[config.mk]
export PLATFORM = sky130hd
export DESIGN_NAME = gcd_arbiter
export DESIGN_NICKNAME = d
export VERILOG_FILES = /design/src/rtl/gcd_arbiter_pkg.sv /design/src/rtl/gcd_arbiter_rr_grant.sv /design/src/rtl/gcd_arbiter.sv
export SDC_FILE = /design/constraint.sdc
export NUM_CORES = 1
export LEC_CHECK = 0
export ABC_AREA = 1
export CAP_MARGIN = 30
export CORE_ASPECT_RATIO = 0.5
export CORE_MARGIN = 5
export CORE_UTILIZATION = 30
export DETAILED_ROUTE_END_ITERATION = 16
export GPL_TIMING_DRIVEN = 0
export HOLD_SLACK_MARGIN = 0.06
export PLACE_DENSITY = 0.62
export REMOVE_ABC_BUFFERS = 1
export SLEW_MARGIN = 20
export SYNTH_ARGS = -nofsm -noshare
export SYNTH_HDL_FRONTEND = slang
export SYNTH_SLANG_ARGS = --single-unit
[constraint.sdc]
create_clock -name clock -period 3.6 [get_ports clock]
set_input_delay 0.54 -clock clock [delete_from_list [all_inputs] [get_ports clock]]
set_output_delay 0.54 -clock clock [all_outputs]
set_load 0.005 [all_outputs]
[src/rtl/gcd_arbiter_pkg.sv]
// gcd_arbiter_pkg: shared definitions for the GCD arbiter.
//   - FSM state encoding (IDLE, ISSUE, WAIT, DELIVER)
//   - default values for the N, W and TMO parameters
package gcd_arbiter_pkg;

    localparam int unsigned N_DEF   = 4;
    localparam int unsigned W_DEF   = 16;
    localparam int unsigned TMO_DEF = 255;

    typedef enum logic [1:0] {
        IDLE    = 2'b00,
        ISSUE   = 2'b01,
        WAIT    = 2'b10,
        DELIVER = 2'b11
    } state_t;

endpackage

[src/rtl/gcd_arbiter_rr_grant.sv]
// rr_grant: combinational round-robin grant.
// The search starts at index ptr+1 (mod N) and returns the first requester found.
// Ports:
//   req   in  N   request vector
//   ptr   in  IW  index of the most recently served requester
//   grant out N   one-hot grant (all zero when no request)
//   idx   out IW  index of the granted requester
//   any   out 1   at least one request is pending
module rr_grant
    import gcd_arbiter_pkg::*;
#(
    parameter int unsigned N  = N_DEF,
    parameter int unsigned IW = (N > 1) ? $clog2(N) : 1
) (
    input  logic [N-1:0]  req,
    input  logic [IW-1:0] ptr,
    output logic [N-1:0]  grant,
    output logic [IW-1:0] idx,
    output logic          any
);

    // Walk the requesters in priority order ptr+1, ptr+2, ... and keep the first hit.
    always_comb begin
        int unsigned cand;
        grant = '0;
        idx   = '0;
        any   = 1'b0;
        cand  = 0;
        for (int unsigned k = 1; k <= N; k++) begin
            cand = 32'(ptr) + k;
            if (cand >= N) begin
                cand = cand - N;
            end
            if (!any && req[IW'(cand)]) begin
                any               = 1'b1;
                idx               = IW'(cand);
                grant[IW'(cand)]  = 1'b1;
            end
        end
    end

endmodule

[src/rtl/gcd_arbiter.sv]
// gcd_arbiter: shares one GCD engine among N requesters with round-robin arbitration.
// A zero operand bypasses the engine; a watchdog aborts engine jobs after TMO cycles.
// Ports:
//   clock, reset          rising-edge clock, asynchronous active-high reset
//   req[N]                per-requester request, held until its rsp_valid bit
//   a_in, b_in [N*W]      packed operands, slice i belongs to requester i
//   rsp_valid[N]          one-hot, one-cycle result pulse
//   rsp_data[W], rsp_err  result and watchdog-abort flag, held between pulses
//   eng_start             one-cycle engine start pulse
//   eng_a, eng_b [W]      engine operands, stable from eng_start until eng_done
//   eng_done, eng_result  engine completion (level or pulse) and result
//   busy                  high whenever the FSM is not in IDLE
module gcd_arbiter
    import gcd_arbiter_pkg::*;
#(
    parameter int unsigned N   = N_DEF,
    parameter int unsigned W   = W_DEF,
    parameter int unsigned TMO = TMO_DEF
) (
    input  logic           clock,
    input  logic           reset,
    input  logic [N-1:0]   req,
    input  logic [N*W-1:0] a_in,
    input  logic [N*W-1:0] b_in,
    output logic [N-1:0]   rsp_valid,
    output logic [W-1:0]   rsp_data,
    output logic           rsp_err,
    output logic           eng_start,
    output logic [W-1:0]   eng_a,
    output logic [W-1:0]   eng_b,
    input  logic           eng_done,
    input  logic [W-1:0]   eng_result,
    output logic           busy
);

    localparam int unsigned IW = (N > 1) ? $clog2(N) : 1;
    localparam int unsigned CW = (TMO > 0) ? $clog2(TMO + 1) : 1;

    state_t          state;
    logic [IW-1:0]   ptr;
    logic [IW-1:0]   grant_idx;
    logic [N-1:0]    grant_oh;
    logic [W-1:0]    op_a;
    logic [W-1:0]    op_b;
    logic [W-1:0]    result;
    logic            err;
    logic [CW-1:0]   wd_cnt;

    logic [N-1:0]    rr_oh;
    logic [IW-1:0]   rr_idx;
    logic            rr_any;
    logic [W-1:0]    sel_a;
    logic [W-1:0]    sel_b;

    // Round-robin arbiter over the live request vector.
    rr_grant #(
        .N  (N),
        .IW (IW)
    ) u_rr_grant (
        .req   (req),
        .ptr   (ptr),
        .grant (rr_oh),
        .idx   (rr_idx),
        .any   (rr_any)
    );

    // Operand slices of the requester that would be granted this cycle.
    assign sel_a = a_in[32'(rr_idx) * W +: W];
    assign sel_b = b_in[32'(rr_idx) * W +: W];

    // Arbitration / engine-control FSM with registered outputs.
    always_ff @(posedge clock or posedge reset) begin
        if (reset) begin
            state     <= IDLE;
            ptr       <= IW'(N - 1);
            grant_idx <= '0;
            grant_oh  <= '0;
            op_a      <= '0;
            op_b      <= '0;
            result    <= '0;
            err       <= 1'b0;
            wd_cnt    <= '0;
            rsp_valid <= '0;
            rsp_data  <= '0;
            rsp_err   <= 1'b0;
            eng_start <= 1'b0;
            eng_a     <= '0;
            eng_b     <= '0;
            busy      <= 1'b0;
        end else begin
            rsp_valid <= '0;
            eng_start <= 1'b0;
            case (state)
                IDLE: begin
                    if (rr_any) begin
                        grant_idx <= rr_idx;
                        grant_oh  <= rr_oh;
                        op_a      <= sel_a;
                        op_b      <= sel_b;
                        busy      <= 1'b1;
                        state     <= ISSUE;
                    end
                end
                ISSUE: begin
                    if ((op_a == '0) || (op_b == '0)) begin
                        // gcd(x,0) = x and gcd(0,0) = 0, so OR gives the answer.
                        result <= op_a | op_b;
                        err    <= 1'b0;
                        state  <= DELIVER;
                    end else begin
                        eng_a     <= op_a;
                        eng_b     <= op_b;
                        eng_start <= 1'b1;
                        wd_cnt    <= '0;
                        state     <= WAIT;
                    end
                end
                WAIT: begin
                    // eng_done is tested first so it wins a tie with the watchdog.
                    if (eng_done) begin
                        result <= eng_result;
                        err    <= 1'b0;
                        state  <= DELIVER;
                    end else if (wd_cnt >= CW'(TMO)) begin
                        result <= '0;
                        err    <= 1'b1;
                        state  <= DELIVER;
                    end else begin
                        wd_cnt <= wd_cnt + CW'(1);
                    end
                end
                DELIVER: begin
                    rsp_valid <= grant_oh;
                    rsp_data  <= result;
                    rsp_err   <= err;
                    ptr       <= grant_idx;
                    busy      <= 1'b0;
                    state     <= IDLE;
                end
                default: begin
                    state <= IDLE;
                end
            endcase
        end
    end

endmodule

==> run_results.csv <==
group,metric,value,unit
run_status,outcome,"complete, no violations",
placed_design,detailedPlace.worstSlack,-0.523,ns
synth,ys_seq_elements,122,
placed_design,place_inst,1475,
clock_network,cts.path.max_buffers,2,
timing,holdWs,0.454,ns
floorplanning,fp.dieW,228,um
grt,grt_pass1_wl,36.2,mm
synth,yosysSeqAreaShare,0.429,
cells_and_area,finish.net_count,1354,
cells_and_area,diodes,0,
synth,syn_area,7110,sq um
timing,hold_viol,0,
route,via_per_inst,4.65,
clock_network,cts_inserted_buffers,17,
worst_hold_path,min_from,"grant_oh[2]",
pwr,p_leak,5.09,nW
timing,clock_skew,0.00907,ns
cells_and_area,design_area,10000,sq um
cells_and_area,drive_gt1_frac,0.0557,
route,post-route-drc-count,0,
clock_network,cts_tree,"done",
cells_and_area,final_core_util,0.435,
synth,syn_inst,1012,
pwr,ir_drop,0.809,mV
synth,yosys.area.top_type,"dfrtp_1",
placed_design,place_area,9370,sq um
placed_design,gp_congestion,0.850,
route,dr_wl_met2,11.5,mm
worst_setup_path,cp_common_cell,"nand3_1",
worst_setup_path,cp-start-kind,"flip-flop",
synth,avgSynthCellArea,7.03,sq um
route,wl_met1,10.2,mm
grt,antenna_found_initial,0,
floorplanning,die_h,119,um
cells_and_area,instances_no_fill,1510,
cells_and_area,multi_input_area,3240,sq um
pwr,p_comb_frac,0.582,
cells_and_area,syn_to_final_growth,41.1,%
worst_setup_path,path_cells,"inv_1 -> ha_1 -> inv_1 -> nand3_1 -> nand2_2 -> a21oi_1 -> nand2_1 -> nand2_8 -> nand2_8 -> or2_1 -> nand3_1 -> nand3_1",
floorplanning,core_area,23100,sq um
worst_setup_path,reg2reg_from,"ptr[1]",
cells_and_area,fill_cells,2319,
timing,period_share,0.901,
synth,synth_area_leaders,"dfrtp_1, nand2_1, nand3_1",
timing,period_minus_slack,3.24,ns
pwr,switching_share,0.484,
timing,fmax,308,MHz
pwr,p_int,5.18,mW
route,antenna_left,0,
cells_and_area,mostFrequentLayoutCell,"nand2_1",
run,cap_violations,0,
route,routed_wirelength,22.7,mm
worst_hold_path,hold_class,"reg2reg",
worst_setup_path,cp-startpoint,"ptr[1]",
floorplanning,start_util,0.308,
worst_setup_path,max_stage_delay,0.64,ns
clock_network,postCtsSetupBuffers,0,
pwr,clock_power_share,0.163,
grt,track_usage,0.164,
timing,grt_setup_unrepaired,"no",
worst_setup_path,crit_fanout,79,
route,wl_met3,691,um
placed_design,hpwl,16.8,mm
pwr,p_seq_frac,0.255,
worst_setup_path,worst-path-buf-inv,2,
pwr,total_power,10.0,mW
floorplanning,io_pins,206,
worst_setup_path,cp.required,3.88,ns
synth,yosys.cell_types.count,35,
synth,synth_top_area_frac,0.422,
timing,setup_viol,0,
route,num_vias,7017,
floorplanning,die_area,27100,sq um
clock_network,insertion_delay,0.41,ns
grt,grt_pass1_vias,6880,
route,dr.max_layer_used,"met4",
floorplanning,rows,39,
clock_network,root_buffer,"clkbuf_16",
worst_setup_path,reg2reg_slack,0.36,ns
timing,final.setup.tns,0,ns
placed_design,io_buffer_count,205,
clock_network,clock_sinks,122,
worst_setup_path,cp_slowest_cell,"dfstp_2",
timing,worstMarginPinSlew,0.824,ns
worst_setup_path,cp_top_family,"simple AND/OR/NAND/NOR gates",
grt,grt_max_degree,80,
cells_and_area,mostFrequentLayoutCells,"nand2_1, clkdlybuf4s50_1, inv_1",
route,drt_iter0_drc,566,
worst_setup_path,crit_path_end_kind,"flip-flop",
route,wl_per_cell,15.0,um
timing,slew_viol_final,0,
grt,grt.overflow.total,0,
pwr,p_sw,4.86,mW
pwr,pwr_density_cell,1000,nW/um^2
timing,worst_slack,0.357,ns
synth,yosys_warnings,0,
worst_setup_path,arrival,3.52,ns
cells_and_area,regArea,3060,sq um
route,drt_first_pass_iters,7,
timing,max_slew_margin,0.450,
worst_setup_path,crit_type,"reg2reg",
clock_network,clkSlewWorstSetupHoldPaths,0.06,ns
clock_network,cts_max_level,4,
==> what timing repair did <==
item,CTS,global route
hold buffers,0,0
setup endpoints to repair,39,31
resized for setup,5,3
==> synth_stat cells, drive strengths merged <==
cell type    n
nor3         2
nor3b        1
inv        164
o211ai       7
or2          7
nand2      361
mux2         2
dfstp        2
buf         31
xor2         5
nand3      150
ha          13
a21oi       22
a41oi        3
nand4        6
a22oi        4
nor4         8
nor2        36
o21ai       47
clkbuf      20
dfrtp      120
a31oi        1
==> layout make-up <==
class,count,share of cell area
Tap cell,307,0.0383
Timing Repair Buffer,210,0.215
Multi-Input combinational cell,675,0.323
Sequential cell,122,0.304
Clock inverter,15,0.0141
Inverter,164,0.0626
Clock buffer,17,0.0424
==> final timing paths <==
check                               end  cells past startpoint
max                            op_b[10]                     12
min                        rsp_valid[2]                      2
max reg2reg                    op_b[10]                     12
min reg2reg                rsp_valid[2]                      2
max in group asynchronous        ptr[1]                      3
min in group asynchronous   rsp_data[7]                      2
==> worst reg2reg max path, delay by kind of cell, from the launching register on <==
family                   cells  cell delay [ns]
adder cells (fa/ha/maj)      1             0.44
AND/OR/NAND/NOR              8             1.58
flip-flops                   1             0.64
buffers and inverters        2             0.31
AO/OA/AOI/OAI                1             0.15
==> metal layers <==
| metal | up-vias | track usage |
|---|---|---|
| met2 | 150 | 0.295 |
| met4 | 0 | 0.0374 |
| met5 | - | 0 |
| met3 | 16 | 0.0164 |
| li1 | 3519 | - |
| met1 | 3332 | 0.216 |
==> flip-flops by register name, indices dropped and copies added, names as in the netlist, 2 cells and up <==
register   cells
rsp_data      16
grant_oh       4
wd_cnt         8
op_a          16
op_b          16
grant_idx      2
ptr            2
eng_b         16
eng_a         16
rsp_valid      4
state          2
result        16
==> power groups by stage <==
stage / combinational, mW / sequential, mW / clock, mW
final: 5.84 / 2.56 / 1.63
after global routing: 6.63 / 2.64 / 1.74
after CTS: 5.75 / 2.55 / 1.67
after detailed placement: 5.68 / 2.57 / 0
after global placement: 5.55 / 2.55 / 0
after floorplan: 3.57 / 2.43 / 0
==> cells by family (layout without fill, tap and decap cells) <==
group | Yosys count | after routing | synth area share
xor gates and xnor gates | 5 | 5 | 0.00616
DFF | 122 | 122 | 0.429
and+or+nand+nor | 571 | 571 | 0.350
muxes | 2 | 2 | 0.00317
buffers and inverters | 215 | 406 | 0.122
adders and majority gates | 13 | 13 | 0.0229
AOI/OAI and AO/OA | 84 | 84 | 0.0663
Power figures use the tool's default switching activity.
